==> config.mk <==
export PLATFORM = sky130hd
export DESIGN_NAME = pe_psum_drain
export DESIGN_NICKNAME = d
export VERILOG_FILES = /design/src/rtl/pe_psum_drain.sv
export SDC_FILE = /design/constraint.sdc
export NUM_CORES = 2
export LEC_CHECK = 0
export BUFFER_PORTS_ARGS = -buffer_cell sky130_fd_sc_hd__buf_2
export CAP_MARGIN = 15
export CORE_ASPECT_RATIO = 0.8
export CORE_UTILIZATION = 48
export DETAILED_ROUTE_END_ITERATION = 7
export HOLD_SLACK_MARGIN = 0.03
export PLACE_DENSITY = 0.65
export SYNTH_ARGS = -nofsm -noshare
export SYNTH_HDL_FRONTEND = slang
export SYNTH_SLANG_ARGS = --single-unit
export TNS_END_PERCENT = 5
==> constraint.sdc <==
create_clock -name clk -period 15.2 [get_ports clk]
set_input_delay 1.52 -clock clk [delete_from_list [all_inputs] [get_ports clk]]
set_output_delay 1.52 -clock clk [all_outputs]
set_load 0.02 [all_outputs]
==> src/rtl/pe_psum_drain.sv <==
// ---------------------------------------------------------------------------
// pe_psum_drain
//
// Reader side of the PE output psum FIFO. Pops 3x6 psum tiles, accumulates a
// configurable number of consecutive tiles (input channels) into an
// 18-entry signed accumulator, requantizes the result to 8-bit activations
// and streams it out one tile row (6 activations) per valid/ready beat.
//
// Ports
//   clk, rst       clock, synchronous active-high reset
//   en_i           drain enable (level); only honoured at group boundaries
//   ch_cnt_i       tiles per output tile (0 -> 1, >MAX_CH -> MAX_CH)
//   shift_i        arithmetic right shift applied before saturation
//   relu_en_i      1: ReLU + unsigned 8-bit saturation, 0: signed 8-bit sat
//   fifo_empty_i   PE FIFO empty
//   fifo_rd_en_o   PE FIFO pop; data appears on fifo_dout_i next cycle
//   fifo_dout_i    tile, element (r,c) at [(r*6+c)*PSUM_WIDTH +: PSUM_WIDTH]
//   act_o          one tile row, column c at [c*8 +: 8]
//   act_row_o      row index of the current beat
//   act_valid_o    act_o / act_row_o valid
//   act_ready_i    downstream accept
//   busy_o         high whenever the FSM is not idle
// ---------------------------------------------------------------------------
module pe_psum_drain #(
    parameter int PSUM_WIDTH = 16,
    parameter int ACC_WIDTH  = 24,
    parameter int MAX_CH     = 8,
    parameter int CH_W       = 4
) (
    input  logic                     clk,
    input  logic                     rst,
    input  logic                     en_i,
    input  logic [CH_W-1:0]          ch_cnt_i,
    input  logic [4:0]               shift_i,
    input  logic                     relu_en_i,
    input  logic                     fifo_empty_i,
    output logic                     fifo_rd_en_o,
    input  logic [18*PSUM_WIDTH-1:0] fifo_dout_i,
    output logic [47:0]              act_o,
    output logic [1:0]               act_row_o,
    output logic                     act_valid_o,
    input  logic                     act_ready_i,
    output logic                     busy_o
);

    localparam int ROWS = 3;
    localparam int COLS = 6;
    localparam int TILE = ROWS * COLS;

    localparam logic signed [ACC_WIDTH-1:0] U8_MAX = ACC_WIDTH'(255);
    localparam logic signed [ACC_WIDTH-1:0] S8_MAX = ACC_WIDTH'(127);
    localparam logic signed [ACC_WIDTH-1:0] S8_MIN = ACC_WIDTH'(-128);

    typedef enum logic [1:0] {
        IDLE  = 2'd0,
        FETCH = 2'd1,
        ACC   = 2'd2,
        EMIT  = 2'd3
    } state_t;

    state_t state;
    state_t state_nxt;

    // Control
    logic            pop;
    logic            latch_cfg;
    logic            last_ch;
    logic [CH_W-1:0] ch;
    logic [1:0]      row;

    // Group configuration, captured at each group start
    logic [CH_W-1:0] cfg_ch;
    logic [4:0]      cfg_shift;
    logic            cfg_relu;

    // Datapath
    logic signed [ACC_WIDTH-1:0] psum_ext [TILE];
    logic signed [ACC_WIDTH-1:0] acc      [TILE];
    logic [4:0]                  row_base;
    logic [4:0]                  sel;

    // Channel count sanitising: 0 means a single tile, oversize clamps.
    function automatic logic [CH_W-1:0] clamp_ch(input logic [CH_W-1:0] c);
        if (c == '0) begin
            return CH_W'(1);
        end else if (c > CH_W'(MAX_CH)) begin
            return CH_W'(MAX_CH);
        end else begin
            return c;
        end
    endfunction

    // Shift then saturate one accumulator to an 8-bit activation.
    function automatic logic [7:0] requant(
        input logic signed [ACC_WIDTH-1:0] a,
        input logic [4:0]                  sh,
        input logic                        relu
    );
        logic signed [ACC_WIDTH-1:0] t;
        t = a >>> sh;
        if (relu) begin
            if (t[ACC_WIDTH-1]) begin
                return 8'h00;
            end else if (t > U8_MAX) begin
                return 8'hFF;
            end else begin
                return t[7:0];
            end
        end else begin
            if (t > S8_MAX) begin
                return 8'h7F;
            end else if (t < S8_MIN) begin
                return 8'h80;
            end else begin
                return t[7:0];
            end
        end
    endfunction

    assign last_ch = (ch == cfg_ch - CH_W'(1));

    // ------------------------------------------------------------------
    // FSM state register
    // ------------------------------------------------------------------
    always_ff @(posedge clk) begin
        if (rst) begin
            state <= IDLE;
        end else begin
            state <= state_nxt;
        end
    end

    // ------------------------------------------------------------------
    // FSM next-state and control decode
    // ------------------------------------------------------------------
    always_comb begin
        state_nxt = state;
        pop       = 1'b0;
        latch_cfg = 1'b0;
        case (state)
            IDLE: begin
                if (en_i) begin
                    state_nxt = FETCH;
                    latch_cfg = 1'b1;
                end
            end
            FETCH: begin
                // Disable only takes effect between groups; the abort has
                // priority so a tile is never popped and then dropped.
                if ((ch == '0) && !en_i) begin
                    state_nxt = IDLE;
                end else if (!fifo_empty_i) begin
                    pop       = 1'b1;
                    state_nxt = ACC;
                end
            end
            ACC: begin
                state_nxt = last_ch ? EMIT : FETCH;
            end
            EMIT: begin
                if (act_ready_i && (row == 2'd2)) begin
                    if (en_i) begin
                        state_nxt = FETCH;
                        latch_cfg = 1'b1;
                    end else begin
                        state_nxt = IDLE;
                    end
                end
            end
            default: state_nxt = IDLE;
        endcase
    end

    assign fifo_rd_en_o = pop;
    assign act_valid_o  = (state == EMIT);
    assign busy_o       = (state != IDLE);
    assign act_row_o    = row;

    // ------------------------------------------------------------------
    // Configuration latch, channel and row counters
    // ------------------------------------------------------------------
    always_ff @(posedge clk) begin
        if (rst) begin
            cfg_ch    <= '0;
            cfg_shift <= '0;
            cfg_relu  <= 1'b0;
        end else if (latch_cfg) begin
            cfg_ch    <= clamp_ch(ch_cnt_i);
            cfg_shift <= shift_i;
            cfg_relu  <= relu_en_i;
        end
    end

    always_ff @(posedge clk) begin
        if (rst) begin
            ch <= '0;
        end else if (latch_cfg) begin
            ch <= '0;
        end else if (state == ACC) begin
            ch <= last_ch ? '0 : ch + CH_W'(1);
        end
    end

    always_ff @(posedge clk) begin
        if (rst) begin
            row <= 2'd0;
        end else if ((state == EMIT) && act_ready_i) begin
            row <= (row == 2'd2) ? 2'd0 : row + 2'd1;
        end
    end

    // ------------------------------------------------------------------
    // FETCH -> ACC: unpack and sign-extend the popped tile
    // ------------------------------------------------------------------
    always_comb begin
        for (int k = 0; k < TILE; k++) begin
            psum_ext[k] = {{(ACC_WIDTH-PSUM_WIDTH){fifo_dout_i[k*PSUM_WIDTH+PSUM_WIDTH-1]}},
                           fifo_dout_i[k*PSUM_WIDTH +: PSUM_WIDTH]};
        end
    end

    // ------------------------------------------------------------------
    // ACC: first channel overwrites, later channels add (wraps on overflow)
    // ------------------------------------------------------------------
    always_ff @(posedge clk) begin
        if (rst) begin
            for (int k = 0; k < TILE; k++) begin
                acc[k] <= '0;
            end
        end else if (state == ACC) begin
            for (int k = 0; k < TILE; k++) begin
                acc[k] <= (ch == '0) ? psum_ext[k] : acc[k] + psum_ext[k];
            end
        end
    end

    // ------------------------------------------------------------------
    // EMIT: requantize the selected row; acc is frozen here, so act_o is
    // stable for as long as the beat is stalled.
    // ------------------------------------------------------------------
    always_comb begin
        act_o    = '0;
        sel      = '0;
        row_base = (row == 2'd2) ? 5'd12 : (row == 2'd1) ? 5'd6 : 5'd0;
        if (state == EMIT) begin
            for (int c = 0; c < COLS; c++) begin
                sel            = row_base + 5'(c);
                act_o[c*8 +: 8] = requant(acc[sel], cfg_shift, cfg_relu);
            end
        end
    end

endmodule

== Yosys cells after proc, flatten, opt, wreduce, memory -nomap -nowiden ==
Memories as Yosys holds them, arrays and structs flattened.
Index checks and enable logic that the tools add are counted.
Word-level totals
  register bits: 18
  memory bits (writable): 432
  output and inout bits: 53
  logic and storage cells: 186
  memories kept: 1
Memory list
  acc: words 18, bits a word 24, rd ports 24, clocked after Yosys merged registers in 0, write ports 18, RTL line 78  | logic signed [ACC_WIDTH-1:0] acc [TILE];
Operators by class
  $add $sub $neg: 26
  magnitude comparators: 19
  equal/unequal tests: 9
  shifts and indexed selects: 6
  muxes and demuxes: 91
  bitwise operators: 18
  reductions and logical operators: 10
Operators by type and width (number)
  24-bit two-way mux: 36
  24-bit by 16-bit adder with 24-bit output: 18
  8-bit two-way mux: 30
  24-bit by 8-bit greater-than comparator with 1-bit output, second input constant: 6
  24-bit by 9-bit greater-than comparator with 1-bit output, second input constant: 6
  24-bit by 8-bit less-than comparator with 1-bit output, second input constant: 6
  24-bit by 5-bit >>> shifter with 24-bit output: 6
  48-bit two-way mux: 1
  1-bit bitwise OR: 18
  4-bit two-way mux: 4
  2-bit two-way mux: 6
  1-bit two-way mux: 11
  4-bit by 2-bit adder with 5-bit output, second input constant: 2
  4-bit by 3-bit adder with 5-bit output, second input constant: 2
  4-bit logical NOT: 2
  2-bit case mux with 4 select lines: 1
  2-bit == test, second input constant: 3
  4-bit by 1-bit adder with 5-bit output, second input constant: 1
  4-bit by 1-bit adder with 4-bit output, second input constant: 1
  2-bit by 1-bit == test with 1-bit output, second input constant: 2
  4-bit == test: 1
  4-bit greater-than comparator, second input constant: 1
  4-bit by 1-bit subtractor with 4-bit output, second input constant: 1
  1-bit logical AND: 3
  other kinds (11): 11

== Longest topological paths before layout ==
An unclocked memory read counts as a cell.
  word-level depth: 11
  mapped depth: 21

== Worst setup path after synthesis ==
OpenSTA, ideal clock, no wires.
  path kind: input port to flip-flop
  from: input port rst
  to: memory acc[0][0] (enable)
  arrival: 6.972 ns
  required time: 14.582 ns
  slack: 7.610 ns
  cell stages on the path: 2
  buffers on the path: 1
  path through: clkbuf_1 > or2_2
RTL lines
  start: declaration: RTL line 31  | input logic rst,
  end: declaration: RTL line 78

== Worst setup path after layout ==
  from: register row[0], in the netlist act_row_o[0]
  to: output port act_o[21]
Between the ends
  longest elaborated chain between the ends: 11
  elaborated cells on any way between the ends: 16
  those cells by class: add/sub (1); order compare (3); eq/ne (2); shift (1); mux (8); memory (1)
RTL lines
  start: declaration: RTL line 69  | logic [1:0] row;
  start signal: assignment: RTL line 208  | row <= (row == 2'd2) ? 2'd0 : row + 2'd1;
  2-bit by 1-bit == test with 1-bit output: RTL line 244  | row_base = (row == 2'd2) ? 5'd12 : (row == 2'd1) ? 5'd6 : 5'd0;
  3-bit two-way mux: RTL line 244
  4-bit two-way mux (*): RTL line 244
  4-bit by 2-bit adder with 5-bit output (*): RTL line 247  | sel = row_base + 5'(c);
  memory 18 x 24 bit (*)
  24-bit by 5-bit >>> shifter with 24-bit output (*): RTL line 100  | t = a >>> sh;
  24-bit by 8-bit less-than comparator with 1-bit output or 24-bit by 9-bit greater-than comparator with 1-bit output (tied branches): RTL line 112, 104
  8-bit two-way mux, on equally long branches: RTL line 112, 104
  8-bit two-way mux, on equally long branches: RTL line 110, 102
  8-bit two-way mux (*): RTL line 101  | if (relu) begin
  48-bit two-way mux (*): RTL line 245  | if (state == EMIT) begin
  end: declaration: RTL line 39  | output logic [47:0] act_o,
Mark *: on every way between the ends. The rest lies on a longest branch, timed or not.

==> flow_summary.ini <==
[worst_setup_path]
worst_setup_ep_type = output port
slowest_delay_ns = 0.88
critical-path-top-delay-family = compound AO/OA/AOI/OAI gates
crit_path_cell_trace = inv_1 > ha_4 > buf_4 > buf_4 > and2_1 > a22oi_1 > a31oi_1 > a22oi_1 > mux4_2 > o2bb2ai_1 > nor4_1 > o2111ai_1 > o21ai_2 > o21ai_0 > buf_2
critical_path.max_fanout = 81
worstSetupPathType = flip-flop to output port
path_buf_inv = 4
critPathArrivalTime_ns = 7.95
required_ns = 13.68
worst_path_max_delay_cell = sky130_fd_sc_hd__buf_4
worstSetupStartpointType = flip-flop

[synthesis]
mappedNetlistArea_sq_mm = 0.0566
ys.warnings.count = 0
synthFlopType = sky130_fd_sc_hd__edfxtp_1
post_synth_main_area_contributors = sky130_fd_sc_hd__edfxtp_1 23%, sky130_fd_sc_hd__ha_1 9.4%, sky130_fd_sc_hd__mux4_2 8.5%
synth_edf_count = 432
synth.top_cells.by_count = 856 x sky130_fd_sc_hd__nand2_1, 656 x sky130_fd_sc_hd__a21oi_1, 455 x sky130_fd_sc_hd__nor2_1
synthesis.nets = 7335
synth.lib_cells_used.distinct = 101
yosysTopAreaCell = sky130_fd_sc_hd__edfxtp_1
synth_simple_gate_area_frac = 0.175
avgSynthCellArea_sq_um = 8.59
synth_seq_area_share = 0.236
synth_cells = 6587
synth.ff_latch_count = 450
yosys.area_share.xor_xnor = 0.0464
synthAdderAreaFrac = 0.101
synth_compound_gate_area_share = 0.228
synth_top_family_by_area = compound AO/OA/AOI/OAI gates
yosysTopAreaCellShare = 0.229
muxShareOfSynthArea = 0.171
synthArstFlopShare = 0
synth_most_common_cell = sky130_fd_sc_hd__nand2_1

[pwr]
power-per-cell-area_mw_per_mm2 = 75.4
peakVddDrop_mv = 0.0990
total_leakage_power_nw = 24.2
totalPowerFinal_w = 0.00460

[placed_design]
post-dp-hpwl_mm = 196
portBuffers = 355
gp_congestion = 1.08

[final_layout]
filler_cells = 10997
layout-drive-gt1-share = 0.141
area_growth_syn_to_layout_pct = 7.86
finalNetCount = 7441

[floorplan]
coreArea_sq_mm = 0.117
die_w_microns = 386
rows = 112
initial_cell_density_of_the_core = 0.485
top_level_ports = 356
floorplan.die.height_microns = 309
die-area_sq_mm = 0.119

[route]
wl_per_cell_microns = 30.5
detail_route.drc_violations = 0
first_iter_violations = 8628
route.detailed.vias_per_inst = 6.93
remaining_antenna_violation_count_after_routing = 0
drtPass1Iterations = 7
wirelength_mm = 253
dr_total_vias = 57410

[clock_network]
cts_tree = done
cts.repair_timing.setup_buffer_count = 0
cts_root_buffer = sky130_fd_sc_hd__clkbuf_16
worst_skew_pair.late_latency_ns = 0.73
cts.clk_slew.worst_paths_ns = 0.07
cts-hold-fix-buffers = 0
number_of_instances_resized_during_post_cts_repair = 0
cts.path.max_buffers = 3
cts_sinks = 450
cts_made_buffers = 56
clock_tree.htree_level_count = 2

[global_route]
initial_antenna_violation_count = 28
groute.usage.overall = 0.411
first_global_vias = 51583
grt_remaining_overflow = 0
grt_first_pass_wirelength_mm = 359
grt_max_degree = 181

[timing]
finClkSkew_ns = 0.0588
setup_viol = 0
timing.final.hold_violations = 0
fmax_ghz = 0.106
setup_total_negative_slack_ns = 0
slew_headroom = 0.133
tightestPinTransition_ns = 1.26
rsz_0062_raised_after_global_routing = false
finalWorstPathRequiredPeriod_ns = 9.47
final_min_period_over_clock_period = 0.623
final-max-slew-violation-count = 0

[run]
cap_violations = 0

[outcome]
outcome = complete, no violations

[min_path]
hold_path.class = flip-flop to flip-flop
path summary, 6_finish.rpt:
path                                    from           to  slack [ns]  cells after the start
worst max-delay path            act_row_o[0]    act_o[21]        5.73                     15
worst min register to register     cfg_ch[1]    cfg_ch[1]        0.49                      2
worst min-delay path               cfg_ch[1]    cfg_ch[1]        0.49                      2
worst max register to register    acc[11][1]  acc[11][18]       10.39                     12
registers in the layout, summed over array words and instances (netlist names):
name,flops
acc,432
cfg_shift,5
act_row_o,2
cfg_ch,4
state,2
ch,4
cfg_relu,1
area by class of cell:
class	instances	area, sq um	area share
antenna	6	15.0	0.000246
clock buffer	72	1480	0.0243
clock inverter	30	279	0.00457
inverter	167	633	0.0104
multi-input combinational	5583	40900	0.671
sequential	450	13300	0.219
tap	1539	1930	0.0315
timing repair buffer	435	2420	0.0397
where the power goes:
| group | switching (W) | internal, W |
|---|---|---|
| combinational | 0.00104 | 0.000627 |
| clock | 0.000633 | 0.000740 |
| sequential | 0.000143 | 0.00142 |
| total | 0.00182 | 0.00279 |
through the flow:
stage | instance area, sq um | std cells | hold slack [ns] | setup WS, ns | utilization
2_1_floorplan | 56600 | 6587 | 0.459 | 7.61 | -
4_1_cts | 61000 | 8276 | 0.489 | 5.91 | 0.523
3_3_place_gp | 59300 | 8173 | 0.476 | 6.52 | 0.508
6_report | 61000 | 8282 | 0.489 | 5.73 | 0.523
5_1_grt | 61000 | 8280 | 0.519 | 5.37 | 0.523
3_5_place_dp | 59300 | 8174 | 0.480 | 6.66 | 0.508
layer usage:
layer	up-vias	GRT usage	part of all wire
met5	-	0	0.00058
met4	24	0.128	0.035
met3	490	0.144	0.15
met2	3783	0.558	0.39
met1	27787	0.599	0.42
li1	25326	-	-
cells in the final DEF, fill, tap and decap left out, drive strengths merged, types with 48 or more instances in the layout:
| cell type | count |
|---|---|
| o21a | 99 |
| mux2 | 110 |
| o22ai | 61 |
| a31oi | 102 |
| mux4 | 215 |
| xnor2 | 194 |
| nor2b | 71 |
| a21oi | 657 |
| nor3 | 184 |
| ha | 427 |
| o21ai | 357 |
| clkbuf | 72 |
| buf | 435 |
| and3 | 65 |
| nand2 | 856 |
| or2 | 48 |
| edfxtp | 432 |
| nand2b | 87 |
| nor2 | 456 |
| inv | 168 |
| a22oi | 49 |
| xor2 | 106 |
| a211oi | 114 |
| or3 | 63 |
| o211ai | 58 |
| nand3 | 135 |
| a21o | 121 |
| mux2i | 360 |
logic make-up (layout without fill, tap and decap cells):
kind of cell	after synthesis	after routing
and+or+nand+nor	2147	2147
AOI/OAI and AO/OA	2006	2006
muxes	685	685
buffers and inverters	554	704
DFF	450	450
adders and majority gates	445	445
xor gates and xnor gates	300	300
other	0	6
tightest hold or removal path: cells and delay by family (launching register included):
kind | cells | cell delay [ns]
DFF | 1 | 0.32
and+or+nand+nor | 1 | 0.07
AOI/OAI and AO/OA | 1 | 0.05
Note: power is estimated with default switching activity, not from simulation.
